==> config.mk <==
export PLATFORM = sky130hd
export DESIGN_NAME = ntt_pu_sequencer
export DESIGN_NICKNAME = d
export VERILOG_FILES = /design/src/rtl/ntt_pu_sequencer.sv
export SDC_FILE = /design/constraint.sdc
export NUM_CORES = 1
export LEC_CHECK = 0
export CAP_MARGIN = 10
export CORE_AREA = 4 4 431 433
export DETAILED_ROUTE_END_ITERATION = 7
export DIE_AREA = 0 0 435 437
export PLACE_DENSITY = 0.34
export SLEW_MARGIN = 30
export SYNTH_ARGS = -nofsm -noshare
export SYNTH_HDL_FRONTEND = slang
export SYNTH_SLANG_ARGS = --single-unit
==> constraint.sdc <==
create_clock -name clk -period 2.95 [get_ports clk]
set_input_delay 0.295 -clock clk [delete_from_list [all_inputs] [get_ports clk]]
set_output_delay 0.295 -clock clk [all_outputs]
set_load 0.01 [all_outputs]
==> src/rtl/ntt_pu_sequencer.sv <==
// ntt_pu_sequencer: steps one NTT/INTT processing unit through whole
// transforms, with a one-entry input buffer and a registered result slot.
module ntt_pu_sequencer #(
  parameter int N = 17,
  parameter int D = 16
) (
  input  logic                   clk,
  input  logic                   rst,
  input  logic                   in_valid,
  output logic                   in_ready,
  input  logic [D*N-1:0]         in_data,
  input  logic                   in_inv,
  output logic [D*N-1:0]         pu_a,
  output logic                   pu_load,
  output logic                   pu_en,
  output logic                   pu_inv,
  output logic [$clog2($clog2(D))-1:0] pu_stage,
  input  logic [D*N-1:0]         pu_an,
  output logic                   out_valid,
  input  logic                   out_ready,
  output logic [D*N-1:0]         out_data,
  output logic                   out_inv,
  output logic                   busy
);

  localparam int S  = $clog2(D);
  localparam int SW = $clog2(S);
  localparam logic [SW-1:0] LAST_F = SW'(S - 1);

  typedef enum logic [1:0] {
    IDLE,
    LOAD,
    RUN,
    STALL
  } state_e;

  state_e           state_q, state_d;
  logic             buf_full_q, buf_full_d;
  logic [D*N-1:0]   buf_data_q, buf_data_d;
  logic             buf_inv_q, buf_inv_d;
  logic             cur_inv_q, cur_inv_d;
  logic [SW-1:0]    cnt_q, cnt_d;
  logic             out_valid_q, out_valid_d;
  logic [D*N-1:0]   out_data_q, out_data_d;
  logic             out_inv_q, out_inv_d;

  logic push;
  logic last;
  logic slot_free;
  logic capture;

  assign in_ready  = !buf_full_q || (state_q == LOAD);
  assign push      = in_valid && in_ready;
  assign slot_free = !out_valid_q || out_ready;
  // Last stage is an explicit compare so the counter never wraps.
  assign last      = cur_inv_q ? (cnt_q == '0) : (cnt_q == LAST_F);

  assign pu_a      = buf_data_q;
  assign pu_stage  = cnt_q;
  assign out_valid = out_valid_q;
  assign out_data  = out_data_q;
  assign out_inv   = out_inv_q;
  assign busy      = (state_q != IDLE);

  always_comb begin
    state_d     = state_q;
    buf_full_d  = buf_full_q;
    buf_data_d  = buf_data_q;
    buf_inv_d   = buf_inv_q;
    cur_inv_d   = cur_inv_q;
    cnt_d       = cnt_q;
    out_valid_d = out_valid_q;
    out_data_d  = out_data_q;
    out_inv_d   = out_inv_q;
    pu_load     = 1'b0;
    pu_en       = 1'b0;
    pu_inv      = cur_inv_q;
    capture     = 1'b0;

    if (push) begin
      buf_full_d = 1'b1;
      buf_data_d = in_data;
      buf_inv_d  = in_inv;
    end

    unique case (state_q)
      IDLE: begin
        if (buf_full_q) state_d = LOAD;
      end
      LOAD: begin
        pu_load   = 1'b1;
        pu_en     = 1'b1;
        pu_inv    = buf_inv_q;
        cur_inv_d = buf_inv_q;
        cnt_d     = buf_inv_q ? LAST_F : '0;
        state_d   = RUN;
        if (!push) buf_full_d = 1'b0;
      end
      RUN: begin
        pu_en = 1'b1;
        if (!last) begin
          cnt_d = cur_inv_q ? cnt_q - SW'(1)
                            : cnt_q + SW'(1);
        end else if (slot_free) begin
          capture = 1'b1;
        end else begin
          state_d = STALL;
        end
      end
      STALL: begin
        if (slot_free) capture = 1'b1;
      end
      default: state_d = IDLE;
    endcase

    if (out_valid_q && out_ready) out_valid_d = 1'b0;

    // A capture in the same cycle as a drain wins.
    if (capture) begin
      out_valid_d = 1'b1;
      out_data_d  = pu_an;
      out_inv_d   = cur_inv_q;
      state_d     = buf_full_d ? LOAD : IDLE;
    end
  end

  always_ff @(posedge clk) begin
    if (!rst) begin
      state_q     <= IDLE;
      buf_full_q  <= 1'b0;
      buf_data_q  <= '0;
      buf_inv_q   <= 1'b0;
      cur_inv_q   <= 1'b0;
      cnt_q       <= '0;
      out_valid_q <= 1'b0;
      out_data_q  <= '0;
      out_inv_q   <= 1'b0;
    end else begin
      state_q     <= state_d;
      buf_full_q  <= buf_full_d;
      buf_data_q  <= buf_data_d;
      buf_inv_q   <= buf_inv_d;
      cur_inv_q   <= cur_inv_d;
      cnt_q       <= cnt_d;
      out_valid_q <= out_valid_d;
      out_data_q  <= out_data_d;
      out_inv_q   <= out_inv_d;
    end
  end

endmodule

==> flow_metrics.tcl, run 1 <==
set metrics [dict create \
    p_sw_w 0.006210 \
    postCtsSetupBuffers 0 \
    ys_ff_latch 553 \
    syn_area_per_cell_um2 7.885 \
    powerDensity_nw_per_um2 612.6 \
    setup_tns_ns 0 \
    drive_above_1_share 0.04953 \
    regToRegSetupSlack_ns 0.59 \
    dr.pass1.iters 5 \
    grt_max_degree 102 \
    setup_viol 0 \
    finClkSkew_ns 0.02285 \
    yosysSeqAreaShare 0.5799 \
    cts-resized-gates 2 \
    area_growth_pct 86.86 \
    ir_drop_mv 0.3373 \
    rsz0062_at_grt "no" \
    hold_buffers 0 \
    cp_slowest_stage_delay_ns 0.80 \
    critical-path-slowest-cell "clkdlybuf4s50_1" \
    cts_buffer_depth 3 \
    fillers 20345 \
    antenna_found_initial 38 \
    drt-initial-drc-count 970 \
    critical_path_buf_inv_count 3 \
    stdcell_count 5931 \
    gp_congestion 0.8352 \
    critPathLaunchType "flop" \
    hpwlAfterDp_mm 92.51 \
    maxSlewViolCount 0 \
    ios 1102 \
    critPathTopFamily "buffers and inverters" \
    vias 20260 \
    numPortBuffers 1101 \
    grt_first_pass_wirelength_mm 164.0 \
    combPwrFrac 0.186 \
    cp_max_fo 7 \
    worst_slew_pin_slew_ns 0.6656 \
    synth_top_area_frac 0.5799 \
    clock-sinks 553 \
    core_area_um2 182100 \
    synth_cells 2421 \
    wl_per_cell_um 20.32 \
    power_frac_clock 0.435 \
    max_freq_ghz 0.3766 \
    yosys-top-cells-area "dfxtp_1, nand2_1, a21oi_1" \
    rows 157 \
    grt_pass1_vias 20248 \
    cp.arrival_ns 2.36 \
    post-route-period-util 0.9001 \
    die_width_um 435 \
    cts_root_buf "clkbuf_16" \
    swShare 0.2842 \
    synthTopCellsByCount "nand2_1, dfxtp_1, a21oi_1, clkbuf_1, buf_2" \
    cts_buffers 78 \
    yosysWarnings 0 \
    dp_slack_ns 0.5441 \
    path_cells "inv_1 -> ha_1 -> inv_1 -> clkdlybuf4s50_1" \
    die_y_um 437 \
    power_leakage_nw 11.99 \
    hold_viol 0 \
    run_status "complete, no violations" \
    cts_max_level 3 \
    p_int_w 0.01564 \
    relSlewSlack 0.5548 \
    dpl.cell_count 5786 \
    clk_pin_slew_worst_paths_ns 0.05 \
    drtAntennaViolNets 0 \
    worstSetupPathType "reg2out" \
    synth_nets 2975 \
    power_frac_seq 0.379 \
    drc 0 \
    synth.distinct_cells 31 \
    seq_area_um2 11070 \
    synth_top_area_cell "dfxtp_1" \
    path_common_cell "inv_1" \
    grt.overflow.total 0 \
    clk-insertion-delay-late_ns 0.68 \
    fin_ws_ns 0.2947 \
    die_area_um2 190100 \
    cap_viol_max_count 0 \
    multi_input_area_um2 7173 \
    required_ns 2.65 \
    final_nets 4035 \
    synth_ff_type "dfxtp_1" \
    synth.most_common_cell "nand2_1" \
    initial_core_util 0.1048 \
    track_usage 0.1211 \
    min-delay-path-class "in2reg" \
    min_period_ns 2.655 \
    synth-async-reset-ratio 0 \
    drt-vias-per-instance 3.416 \
    crit_path_end_kind "primary output" \
    syn-cell-area_um2 19090 \
    synth-edff-count 0 \
    routed_wl_mm 120.5 \
    cts_tree "done" \
]
## power by group through the flow
stage	clock [W]	sequential, W	combinational [W]
final	0.00951	0.00827	0.00407
after global routing	0.0102	0.00834	0.00442
after CTS	0.0100	0.00828	0.00421
after detailed placement	0	0.00843	0.00419
after global placement	0	0.00842	0.00421
after floorplan	0	0.00860	0.00123
## routing by layer
| layer | GRT usage | share of wire | routed length [µm] | vias up |
|---|---|---|---|---|
| li1 | - | - | - | 9915 |
| met1 | 0.1310 | 0.38 | 45940 | 9409 |
| met2 | 0.2088 | 0.50 | 60140 | 711 |
| met3 | 0.04883 | 0.085 | 10240 | 203 |
| met4 | 0.05159 | 0.034 | 4055 | 22 |
| met5 | 0 | 0.0010 | 126 | - |
## cells in the final DEF, fill, tap and decap left out, types with 2 or more instances in the layout
cell and count:
diode_2 13, bufinv_16 5, clkbuf_1 24, clkbuf_8 12
o21ai_0 2, buf_12 32, clkinvlp_4 3, buf_4 28
nand2_1 1094, ha_1 5, dlygate4sd2_1 2, a221oi_1 2
nor3_1 2, clkbuf_16 79, dfxtp_1 553, clkinv_2 3
clkdlybuf4s50_1 1099, nor2_1 4, nand2b_1 3, inv_6 3
inv_1 5, a21oi_1 552
## state kept, by name (all words and copies together), names as in the netlist
signal      count
out_data      272
pu_a          272
pu_stage        2
state_q         2
buf_full_q      1
buf_inv_q       1
cur_inv_q       1
out_inv         1
out_valid       1
## stage by stage
stage	cell area, µm²	hold slack [ns]	util	total power [W]
floorplan	19090	0.4167	-	0.009836
global placement	33130	0.4401	0.1819	0.01263
detailed placement	33130	0.4455	0.1819	0.01262
CTS	35640	0.04531	0.1957	0.02250
global route	35660	0.08668	0.1959	0.02300
finish	35670	0.1538	0.1959	0.02185
## worst reg2reg max path, delay by kind of cell (launching register included)
| kind | cells | cell delay [ns] |
|---|---|---|
| AOI/OAI and AO/OA | 2 | 0.20 |
| and+or+nand+nor | 3 | 0.75 |
| adders and majority gates | 1 | 0.23 |
| DFF | 1 | 0.43 |
| buffers and inverters | 3 | 0.61 |
## cells by family (layout without fill, tap and decap cells)
kind of cell / count (synthesis) / in the layout / share of synthesized area
AOI/OAI and AO/OA: 562 / 562 / 0.1494
adders and majority gates: 6 / 6 / 0.003802
buffers and inverters: 187 / 1299 / 0.04522
DFF: 553 / 553 / 0.5799
muxes: 2 / 2 / 0.001114
other: 0 / 13 / 0
and+or+nand+nor: 1111 / 1111 / 0.2206
## final timing paths
check / end / from / depth (start not counted)
max: busy / state_q[0] / 4
min: pu_a[190] / in_data[190] / 3
max reg2reg: out_data[156] / state_q[0] / 9
min reg2reg: pu_a[75] / pu_a[75] / 2
## final cells by class
type / count / share of cell area
Timing Repair Buffer: 1161 / 0.3327
Sequential cell: 553 / 0.3103
Inverter: 6 / 0.0008418
Tap cell: 2385 / 0.08365
Clock buffer: 115 / 0.06257
Multi-Input combinational cell: 1681 / 0.2011
Clock inverter: 17 / 0.007857
Antenna cell: 13 / 0.0009120
(Power assumes the default switching activity.)
==> run 2: changes to the inputs <==
SKIP_LAST_GASP = 1   (was not set)
TNS_END_PERCENT = 5   (was not set)
==> run 2 against run 1 <==
Net effect:
- cell area about the same
- maximum frequency barely moved
- die area unchanged
==> flow_metrics.tcl, run 2 (synthesized netlist as in run 1, its figures left out) <==
set metrics [dict create \
    run_status "complete, no violations" \
    path_depth 4 \
    initial_core_util 0.1048 \
    drt-vias-per-instance 3.416 \
    rows 157 \
    die_y_um 437 \
    fin_ws_ns 0.2939 \
    stdcell_area_um2 35680 \
    setup_viol 0 \
    setup_tns_ns 0 \
    power_leakage_nw 11.99 \
    critical-path-slowest-cell "clkdlybuf4s50_1" \
    numPortBuffers 1101 \
    min-delay-path-class "in2reg" \
    routed_wl_mm 120.5 \
    finClkSkew_ns 0.02285 \
    cts_buffer_depth 3 \
    cp_max_fo 7 \
    drtAntennaViolNets 0 \
    drive_above_1_share 0.04953 \
    worstSetupPathType "reg2out" \
    clock-sinks 553 \
    dpl.cell_count 5786 \
    required_ns 2.65 \
    critPathLaunchType "flop" \
    grt.overflow.total 0 \
    max_freq_ghz 0.3765 \
    cp-endpoint "busy" \
    timing.rr.end "out_data[156]" \
    crit_start "state_q[0]" \
    powerDensity_nw_per_um2 612.6 \
    dp_slack_ns 0.5441 \
    wl_per_cell_um 20.32 \
    die_width_um 435 \
    cts_tree "done" \
    worst_slew_pin_slew_ns 0.6656 \
    cts_root_buf "clkbuf_16" \
    cp.arrival_ns 2.36 \
    post-route-period-util 0.9004 \
    core_area_um2 182100 \
    path_common_cell "inv_1" \
    cts_max_level 3 \
    r2r-start "state_q[0]" \
    most-common-layout-cells "clkdlybuf4s50_1, nand2_1, dfxtp_1" \
    hold_viol 0 \
    grt_pass1_vias 20248 \
    area_growth_pct 86.88 \
    hpwlAfterDp_mm 92.51 \
    die_area_um2 190100 \
    antenna_found_initial 38 \
    layout_commonest_cell "clkdlybuf4s50_1" \
    regToRegSetupSlack_ns 0.59 \
    cts_buffers 78 \
    final_nets 4035 \
    track_usage 0.1211 \
    stdcell_count 5931 \
    path_cells "inv_1 -> ha_1 -> inv_1 -> clkdlybuf4s50_1" \
    clk_pin_slew_worst_paths_ns 0.05 \
    rsz0062_at_grt "no" \
    ir_drop_mv 0.3373 \
    maxSlewViolCount 0 \
    gp_congestion 0.8352 \
    ios 1102 \
    dr.pass1.iters 5 \
    relSlewSlack 0.5548 \
    vias 20260 \
    drc 0 \
    min_period_ns 2.656 \
    crit_path_end_kind "primary output" \
    clk-insertion-delay-late_ns 0.68 \
    cp_slowest_stage_delay_ns 0.80 \
    holdWs_ns 0.1538 \
    grt_max_degree 102 \
    grt_first_pass_wirelength_mm 164.0 \
    critical_path_buf_inv_count 3 \
    reg2regPathDepth 9 \
    drt-initial-drc-count 970 \
    cap_viol_max_count 0 \
    critPathTopFamily "buffers and inverters" \
    dpl_cell_area_um2 33130 \
]
-- run 2: cell types whose count changed in the layout (fill, tap and decap cells not counted), sizes merged --
cell          change
dlymetal6s2s      +1
dlygate4sd2       -1
-- run 2: where the power goes --
part	switching (W)	total, W	internal, W
Combinational	0.00207	0.00408	0.00200
Clock	0.00384	0.00951	0.00567
Sequential	0.000298	0.00827	0.00797
Total	0.00621	0.0219	0.0156
-- run 2: per-layer routing --
| metal | wire (µm) | global-route usage | up-vias |
|---|---|---|---|
| met2 | 60140 | 0.2088 | 711 |
| met1 | 45940 | 0.1310 | 9409 |
| met3 | 10240 | 0.04883 | 203 |
| met4 | 4055 | 0.05159 | 22 |
| met5 | 126 | 0 | - |
| li1 | - | - | 9915 |
-- run 2: area by class of cell --
type | count | area [µm²]
multi-input cells | 1681 | 7173
diodes | 13 | 32.53
clock buffers | 115 | 2232
inverters | 6 | 30.03
clock inverters | 17 | 280.3
well taps | 2385 | 2984
flip-flops and latches | 553 | 11070
repair buffers | 1161 | 11870
fillers | 20343 | 146400
-- run 2: what timing repair did --
item / in CTS / in global routing
hold buffers: 0 / 0
setup endpoints to repair: 2 / 1
gates cloned: 0 / 0
resized for setup: 1 / 1
buffers inserted: 0 / 0
-- run 2: worst min path at each step --
stage | from | endpoint | depth (start not counted)
2_1_floorplan | rst | cur_inv_q | 1
3_3_place_gp | pu_a[79] | pu_a[79] | 2
3_5_place_dp | pu_a[47] | pu_a[47] | 2
4_1_cts | pu_an[203] | out_data[203] | 3
5_1_grt | in_data[185] | pu_a[185] | 3
6_report | in_data[190] | pu_a[190] | 3
-- run 2: stage by stage --
stage / util / total power, W
3_5_place_dp: 0.1819 / 0.01262
2_1_floorplan: - / 0.009836
6_report: 0.1959 / 0.02186
4_1_cts: 0.1957 / 0.02250
3_3_place_gp: 0.1819 / 0.01263
5_1_grt: 0.1959 / 0.02300
-- run 2: worst register-to-register path: stages (launching register included) --
cell and delay (ns):
dfxtp_1 0.43, inv_1 0.10, ha_1 0.23, and4b_1 0.24, nor3_1 0.38, a21oi_4 0.14
buf_12 0.19, buf_4 0.32, nand2_1 0.13, a21oi_1 0.06
